--- config.mk ---
export PLATFORM = sky130hd
export DESIGN_NAME = wishbone_master_arbiter_flat
export DESIGN_NICKNAME = d
export VERILOG_FILES = /design/src/rtl/wishbone_master_arbiter_if.sv /design/src/rtl/wishbone_master_arbiter.sv /design/src/flat_wrapper.sv
export SDC_FILE = /design/constraint.sdc
export NUM_CORES = 1
export LEC_CHECK = 0
export CAP_MARGIN = 15
export CORE_AREA = 2 2 123 125
export DETAILED_ROUTE_END_ITERATION = 12
export DIE_AREA = 0 0 125 127
export SLEW_MARGIN = 20
export SYNTH_ARGS = -nofsm -noshare
export SYNTH_HDL_FRONTEND = slang
export SYNTH_SLANG_ARGS = --single-unit
--- constraint.sdc ---
create_clock -name clk -period 2.1 [get_ports clk]
set_input_delay 0.63 -clock clk [delete_from_list [all_inputs] [get_ports clk]]
set_output_delay 0.63 -clock clk [all_outputs]
set_load 0.1 [all_outputs]
--- src/rtl/wishbone_master_arbiter_if.sv ---
// One Wishbone link; the master modport drives the request, the slave modport answers it.
interface wishbone_master_arbiter_if;
  logic        cyc;
  logic        stb;
  logic        we;
  logic [3:0]  sel;
  logic [31:0] adr;
  logic [31:0] wdat;
  logic [31:0] rdat;
  logic        ack;
  logic        err;
  logic        irq;

  modport master (output cyc, stb, we, sel, adr, wdat, input rdat, ack, err, irq);
  modport slave  (input cyc, stb, we, sel, adr, wdat, output rdat, ack, err, irq);
endinterface

--- src/rtl/wishbone_master_arbiter.sv ---
// Two-master round-robin Wishbone arbiter onto one interconnect master port.
// Define WB_ARB_TIMEOUT_EN to add the stalled-slave watchdog (err pulse + forced release).
//
//   state | meaning
//   IDLE  | no grant, bus outputs held at 0
//   GNT0  | master 0 owns the bus until it drops cyc
//   GNT1  | master 1 owns the bus until it drops cyc
module wishbone_master_arbiter #(
  parameter int TIMEOUT_CYCLES = 256,
  parameter int CNT_WIDTH      = 16
) (
  input  logic                        clk,
  input  logic                        rst,
  wishbone_master_arbiter_if.slave    m0,
  wishbone_master_arbiter_if.slave    m1,
  wishbone_master_arbiter_if.master   s
);

  typedef enum logic [1:0] {IDLE, GNT0, GNT1} state_t;

  state_t state_q;
  state_t state_d;
  logic   last_gnt;
  logic   abort;

  always_ff @(posedge clk or posedge rst) begin
    if (rst) begin
      state_q  <= IDLE;
      last_gnt <= 1'b1;
    end else begin
      state_q <= state_d;
      if (state_d == GNT0 && state_q != GNT0)
        last_gnt <= 1'b0;
      else if (state_d == GNT1 && state_q != GNT1)
        last_gnt <= 1'b1;
    end
  end

  // Release hands straight over to a waiting master, so there is no idle bubble.
  always_comb begin
    state_d = state_q;
    case (state_q)
      IDLE: begin
        if (m0.cyc && m1.cyc)
          state_d = last_gnt ? GNT0 : GNT1;
        else if (m0.cyc)
          state_d = GNT0;
        else if (m1.cyc)
          state_d = GNT1;
      end
      GNT0: if (!m0.cyc || abort) state_d = m1.cyc ? GNT1 : IDLE;
      GNT1: if (!m1.cyc || abort) state_d = m0.cyc ? GNT0 : IDLE;
      default: state_d = IDLE;
    endcase
  end

  always_comb begin
    s.cyc   = 1'b0;
    s.stb   = 1'b0;
    s.we    = 1'b0;
    s.sel   = 4'h0;
    s.adr   = 32'h0;
    s.wdat  = 32'h0;
    m0.ack  = 1'b0;
    m0.rdat = 32'h0;
    m0.err  = 1'b0;
    m1.ack  = 1'b0;
    m1.rdat = 32'h0;
    m1.err  = 1'b0;
    case (state_q)
      GNT0: begin
        s.cyc   = m0.cyc & ~abort;
        s.stb   = m0.stb & ~abort;
        s.we    = m0.we;
        s.sel   = m0.sel;
        s.adr   = m0.adr;
        s.wdat  = m0.wdat;
        m0.ack  = s.ack & m0.stb & ~abort;
        m0.rdat = s.rdat;
        m0.err  = abort;
      end
      GNT1: begin
        s.cyc   = m1.cyc & ~abort;
        s.stb   = m1.stb & ~abort;
        s.we    = m1.we;
        s.sel   = m1.sel;
        s.adr   = m1.adr;
        s.wdat  = m1.wdat;
        m1.ack  = s.ack & m1.stb & ~abort;
        m1.rdat = s.rdat;
        m1.err  = abort;
      end
      default: ;
    endcase
  end

  assign m0.irq = s.irq;
  assign m1.irq = s.irq;

`ifdef WB_ARB_TIMEOUT_EN
  logic [CNT_WIDTH-1:0] wd_cnt;
  logic                 stalled;

  assign stalled = (state_q != IDLE) && s.stb && !s.ack;

  // abort is registered, so the err pulse lands the cycle after the last stalled count.
  always_ff @(posedge clk or posedge rst) begin
    if (rst) begin
      wd_cnt <= '0;
      abort  <= 1'b0;
    end else begin
      abort <= stalled && (state_d == state_q) &&
               (wd_cnt == CNT_WIDTH'(TIMEOUT_CYCLES - 1));
      if (abort || !stalled || state_d != state_q)
        wd_cnt <= '0;
      else
        wd_cnt <= wd_cnt + 1'b1;
    end
  end
`else
  assign abort = 1'b0;
`endif

endmodule

--- src/flat_wrapper.sv ---
// flat-port wrapper written by rule: the top's interface ports become plain ports
module wishbone_master_arbiter_flat 
#(
  parameter int TIMEOUT_CYCLES = 256,
  parameter int CNT_WIDTH      = 16
)
  (clk, rst, m0_cyc, m0_stb, m0_we, m0_sel, m0_adr, m0_wdat, m0_rdat, m0_ack, m0_err, m0_irq, m1_cyc, m1_stb, m1_we, m1_sel, m1_adr, m1_wdat, m1_rdat, m1_ack, m1_err, m1_irq, s_cyc, s_stb, s_we, s_sel, s_adr, s_wdat, s_rdat, s_ack, s_err, s_irq);
  wishbone_master_arbiter_if m0_i ();
  wishbone_master_arbiter_if m1_i ();
  wishbone_master_arbiter_if s_i ();
  input  logic clk;
  input  logic rst;
  input wire logic [$bits(m0_i.cyc)-1:0] m0_cyc;
  input wire logic [$bits(m0_i.stb)-1:0] m0_stb;
  input wire logic [$bits(m0_i.we)-1:0] m0_we;
  input wire logic [$bits(m0_i.sel)-1:0] m0_sel;
  input wire logic [$bits(m0_i.adr)-1:0] m0_adr;
  input wire logic [$bits(m0_i.wdat)-1:0] m0_wdat;
  output wire logic [$bits(m0_i.rdat)-1:0] m0_rdat;
  output wire logic [$bits(m0_i.ack)-1:0] m0_ack;
  output wire logic [$bits(m0_i.err)-1:0] m0_err;
  output wire logic [$bits(m0_i.irq)-1:0] m0_irq;
  input wire logic [$bits(m1_i.cyc)-1:0] m1_cyc;
  input wire logic [$bits(m1_i.stb)-1:0] m1_stb;
  input wire logic [$bits(m1_i.we)-1:0] m1_we;
  input wire logic [$bits(m1_i.sel)-1:0] m1_sel;
  input wire logic [$bits(m1_i.adr)-1:0] m1_adr;
  input wire logic [$bits(m1_i.wdat)-1:0] m1_wdat;
  output wire logic [$bits(m1_i.rdat)-1:0] m1_rdat;
  output wire logic [$bits(m1_i.ack)-1:0] m1_ack;
  output wire logic [$bits(m1_i.err)-1:0] m1_err;
  output wire logic [$bits(m1_i.irq)-1:0] m1_irq;
  output wire logic [$bits(s_i.cyc)-1:0] s_cyc;
  output wire logic [$bits(s_i.stb)-1:0] s_stb;
  output wire logic [$bits(s_i.we)-1:0] s_we;
  output wire logic [$bits(s_i.sel)-1:0] s_sel;
  output wire logic [$bits(s_i.adr)-1:0] s_adr;
  output wire logic [$bits(s_i.wdat)-1:0] s_wdat;
  input wire logic [$bits(s_i.rdat)-1:0] s_rdat;
  input wire logic [$bits(s_i.ack)-1:0] s_ack;
  input wire logic [$bits(s_i.err)-1:0] s_err;
  input wire logic [$bits(s_i.irq)-1:0] s_irq;
  assign m0_i.cyc = m0_cyc;
  assign m0_i.stb = m0_stb;
  assign m0_i.we = m0_we;
  assign m0_i.sel = m0_sel;
  assign m0_i.adr = m0_adr;
  assign m0_i.wdat = m0_wdat;
  assign m0_rdat = m0_i.rdat;
  assign m0_ack = m0_i.ack;
  assign m0_err = m0_i.err;
  assign m0_irq = m0_i.irq;
  assign m1_i.cyc = m1_cyc;
  assign m1_i.stb = m1_stb;
  assign m1_i.we = m1_we;
  assign m1_i.sel = m1_sel;
  assign m1_i.adr = m1_adr;
  assign m1_i.wdat = m1_wdat;
  assign m1_rdat = m1_i.rdat;
  assign m1_ack = m1_i.ack;
  assign m1_err = m1_i.err;
  assign m1_irq = m1_i.irq;
  assign s_cyc = s_i.cyc;
  assign s_stb = s_i.stb;
  assign s_we = s_i.we;
  assign s_sel = s_i.sel;
  assign s_adr = s_i.adr;
  assign s_wdat = s_i.wdat;
  assign s_i.rdat = s_rdat;
  assign s_i.ack = s_ack;
  assign s_i.err = s_err;
  assign s_i.irq = s_irq;
  wishbone_master_arbiter #(.TIMEOUT_CYCLES(TIMEOUT_CYCLES), .CNT_WIDTH(CNT_WIDTH)) u_core (.clk(clk), .rst(rst), .m0(m0_i), .m1(m1_i), .s(s_i));
endmodule
==> Implementation_results.wiki <==
{| class="wikitable"
! Metric !! Value
|-
| Outcome || complete, but fails checks
|-
| Violations in the final reports || setup timing
|-
| Netlist cell types || 26
|-
| Maximum number of pins on one net before global-route repair || 28
|-
| Initial antenna violation count || 1
|-
| Synthesis-to-finish area growth || 370%
|-
| Port Buffers || 313
|-
| DRC violation total after the first TritonRoute iteration || 87
|-
| Stage delay of the slowest cell on the critical path || 410 ps
|-
| Count of flip-flops with a built-in enable after synthesis || 0
|-
| Unrepaired setup endpoints after global routing || true
|-
| Number of buffer and inverter stages on the critical path || 4
|-
| Layout Cells excl Fill || 806
|-
| Psw || 9.16 mW
|-
| Placer congestion estimate || 0.787
|-
| Worst Setup Path Type || reg -> out
|-
| Net count reported at finish || 806
|-
| Type of destination of the critical path || primary output
|-
| Switch share || 55.1%
|-
| Fraction of the yosys area taken by sequential cells || 4.17%
|-
| Kind of start point of the critical path || flip-flop
|-
| Type of the worst min-delay path || reg -> reg
|-
| Residual DRC count || 0
|-
| Placed cell area || 7430 sq um
|-
| Power per cell area || 1930 nW/um^2
|-
| Effective utilization at floorplan || 12.7%
|-
| # placed instances || 765
|-
| CTS max path bufs || 2
|-
| Worst voltage drop across the vdd grid || 0.958 mV
|-
| Cell chain of the critical path || buf_6, ha_4, buf_12, buf_16, a22oi_2, nor2b_4, buf_12
|-
| Netlist Area Pre-Place || 1830 sq um
|-
| Count of TritonRoute iterations in the first routing pass || 4
|-
| Data required, critical path || 1470 ps
|-
| Most common cell after layout, fill and taps aside || sky130_fd_sc_hd__clkdlybuf4s50_1
|-
| Vias in the first global route || 3660
|-
| Leakage power total || 3.35 nW
|-
| Internal Dissipation || 7.46 mW
|-
| Total routing usage reported by global routing || 17.1%
|-
| Worst hold slack || 453 ps
|-
| Peak clock frequency supported by timing || 0.422 GHz
|-
| Synthesized area divided by synthesized cell count || 6.69 sq um
|-
| Biggest fanout along the worst timing path || 8
|-
| Total Neg Setup Slack || -27420 ps
|-
| Clock tree from TritonCTS || built
|-
| Final number of setup-violating endpoints || 136
|-
| Register bit total from synthesis || 3
|-
| Post-route clock period utilization || 113%
|-
| Core area || 14400 sq um
|-
| Clock sinks || 3
|-
| Most frequent cell on the critical path || sky130_fd_sc_hd__buf_12
|-
| Clock Latency Late Sink || 220 ps
|-
| Time the worst path needs with I/O delays and setup || 2370 ps
|-
| HPWL after detailed placement || 10900 microns
|-
| Per-cell routed wire length || 19.4 microns
|-
| Cell family contributing the most delay on the critical path || buffers and inverters
|-
| Clk network pwr share || 1.8%
|-
| Worst setup slack after layout || -270 ps
|-
| Height of the die || 127 microns
|-
| Clock transition at the registers of the reported paths || 30 ps
|-
| Post-synthesis instance total || 274
|-
| Total I/O pin count || 320
|-
| Most frequently used flop master after synthesis || sky130_fd_sc_hd__dfrtp_1
|-
| Number of buffers created by CTS || 3
|-
| Root buffer cell || sky130_fd_sc_hd__clkbuf_16
|-
| Max capacitance violation total || 0
|-
| Ratio of routed vias to standard cells || 4.37
|-
| Fraction of synthesis flops using an asynchronous set or reset pin || 100%
|-
| Number of warning messages in the yosys log || 0
|-
| Wire length of the first global-routing pass || 21400 microns
|-
| Area enclosed by the die boundary || 15900 sq um
|-
| Portion of total power attributed to combinational logic || 97.5%
|-
| Width of the chip || 125 microns
|-
| Slowest stage cell, crit path || sky130_fd_sc_hd__dfrtp_1
|-
| Remaining antenna violation count || 0
|-
| Sequential share of power || 0.7%
|-
| Row Count || 44
|-
| Share of cells above drive strength 1 || 67.5%
|-
| Leading cell types in the layout, fill and taps excluded || sky130_fd_sc_hd__clkdlybuf4s50_1, sky130_fd_sc_hd__buf_12, sky130_fd_sc_hd__nor2b_4
|-
| Critical path data arrival time || 1740 ps
|-
| Number of pins exceeding their max-slew limit in the final report || 0
|-
| Total wire length after detailed routing || 15600 microns
|-
| Total number of vias || 3524
|-
| Number of failing hold endpoints at the final stage || 0
|-
| H-tree lvl count || 1
|-
| Overflow left after global routing || 0
|-
| Post-Route Skew || 0.746 ps
|-
| Design Area, Final || 8610 sq um
|}
## registers in the layout, indices dropped and copies added (netlist names)
signal and cells:
u_core.last_gnt 1, u_core.state_q 2
## kinds of logic after synthesis
logic type / count (synthesis) / synth area share (%)
other: 1 / 0.205
buffers and inverters: 41 / 10.1
and+or+nand+nor: 142 / 48.4
adders and majority gates: 5 / 3.42
DFF: 3 / 4.17
AOI/OAI and AO/OA: 82 / 33.7
## path summary, 6_finish.rpt
| path | from | end | slack [ps] | cells after the start |
|---|---|---|---|---|
| worst max register to register | u_core.state_q[1] | u_core.last_gnt | 340 | 8 |
| worst min-delay path | u_core.last_gnt | u_core.last_gnt | 450 | 2 |
| min in group asynchronous | rst | u_core.state_q[0] | 570 | 2 |
| max in group asynchronous | rst | u_core.last_gnt | 1330 | 2 |
| worst min register to register | u_core.last_gnt | u_core.last_gnt | 450 | 2 |
| worst max-delay path | u_core.state_q[0] | s_adr[4] | -270 | 7 |
## layout make-up
type / count / area [sq um]
inverter: 6 / 22.5
clock buffer: 4 / 78.8
tap: 184 / 230
sequential: 3 / 76.3
antenna: 1 / 2.50
fill: 1156 / 5820
timing repair buffer: 377 / 5520
multi-input combinational: 231 / 2670
## worst min-delay path, stage by stage, from the launching register on
cell	delay [ps]
sky130_fd_sc_hd__dfstp_2	350
sky130_fd_sc_hd__inv_1	40
sky130_fd_sc_hd__a32oi_1	50
## synth_stat cells, types with 2 or more instances
library cell,instances,share of area [%]
sky130_fd_sc_hd__a22oi_1,71,29
sky130_fd_sc_hd__a31oi_1,2,0.68
sky130_fd_sc_hd__a32oi_1,2,0.96
sky130_fd_sc_hd__and2_1,64,22
sky130_fd_sc_hd__and3_1,2,0.68
sky130_fd_sc_hd__buf_2,7,1.9
sky130_fd_sc_hd__buf_4,4,1.6
sky130_fd_sc_hd__clkbuf_1,23,4.7
sky130_fd_sc_hd__dfrtp_1,2,2.7
sky130_fd_sc_hd__ha_1,5,3.4
sky130_fd_sc_hd__inv_1,6,1.2
sky130_fd_sc_hd__nor2_1,2,0.41
sky130_fd_sc_hd__nor2b_1,71,24
## what timing repair did
action	CTS	global route
gates cloned	9	8
pin swaps	22	5
gates resized for setup	125	19
hold buffers	0	0
endpoints found under the setup margin	136	137
buffers inserted	13	13
## power by group through the flow
stage,combinational (mW),sequential (mW),clock [mW]
6_report,16.2,0.120,0.303
5_1_grt,16.7,0.121,0.312
4_1_cts,15.4,0.119,0.307
3_5_place_dp,13.8,0.120,0
3_3_place_gp,13.7,0.117,0
2_1_floorplan,9.14,0.120,0
## through the flow
| stage | utilization (%) | setup WS (ps) | power [mW] |
|---|---|---|---|
| final | 59.7 | -270 | 16.6 |
| after global routing | 59.7 | -309 | 17.1 |
| after CTS | 57.8 | -263 | 15.9 |
| after detailed placement | 51.5 | -244 | 14.0 |
| after global placement | 51.5 | -239 | 13.9 |
| after floorplan | - | -147 | 9.26 |
## per-layer routing
layer,global-route usage [%],vias up,routed length [microns]
li1,-,1659,-
met1,18.5,1669,5610
met2,34.2,184,8730
met3,3.52,12,1070
met4,3.20,0,191
met5,0,-,0
Power figures use the tool's default switching activity.
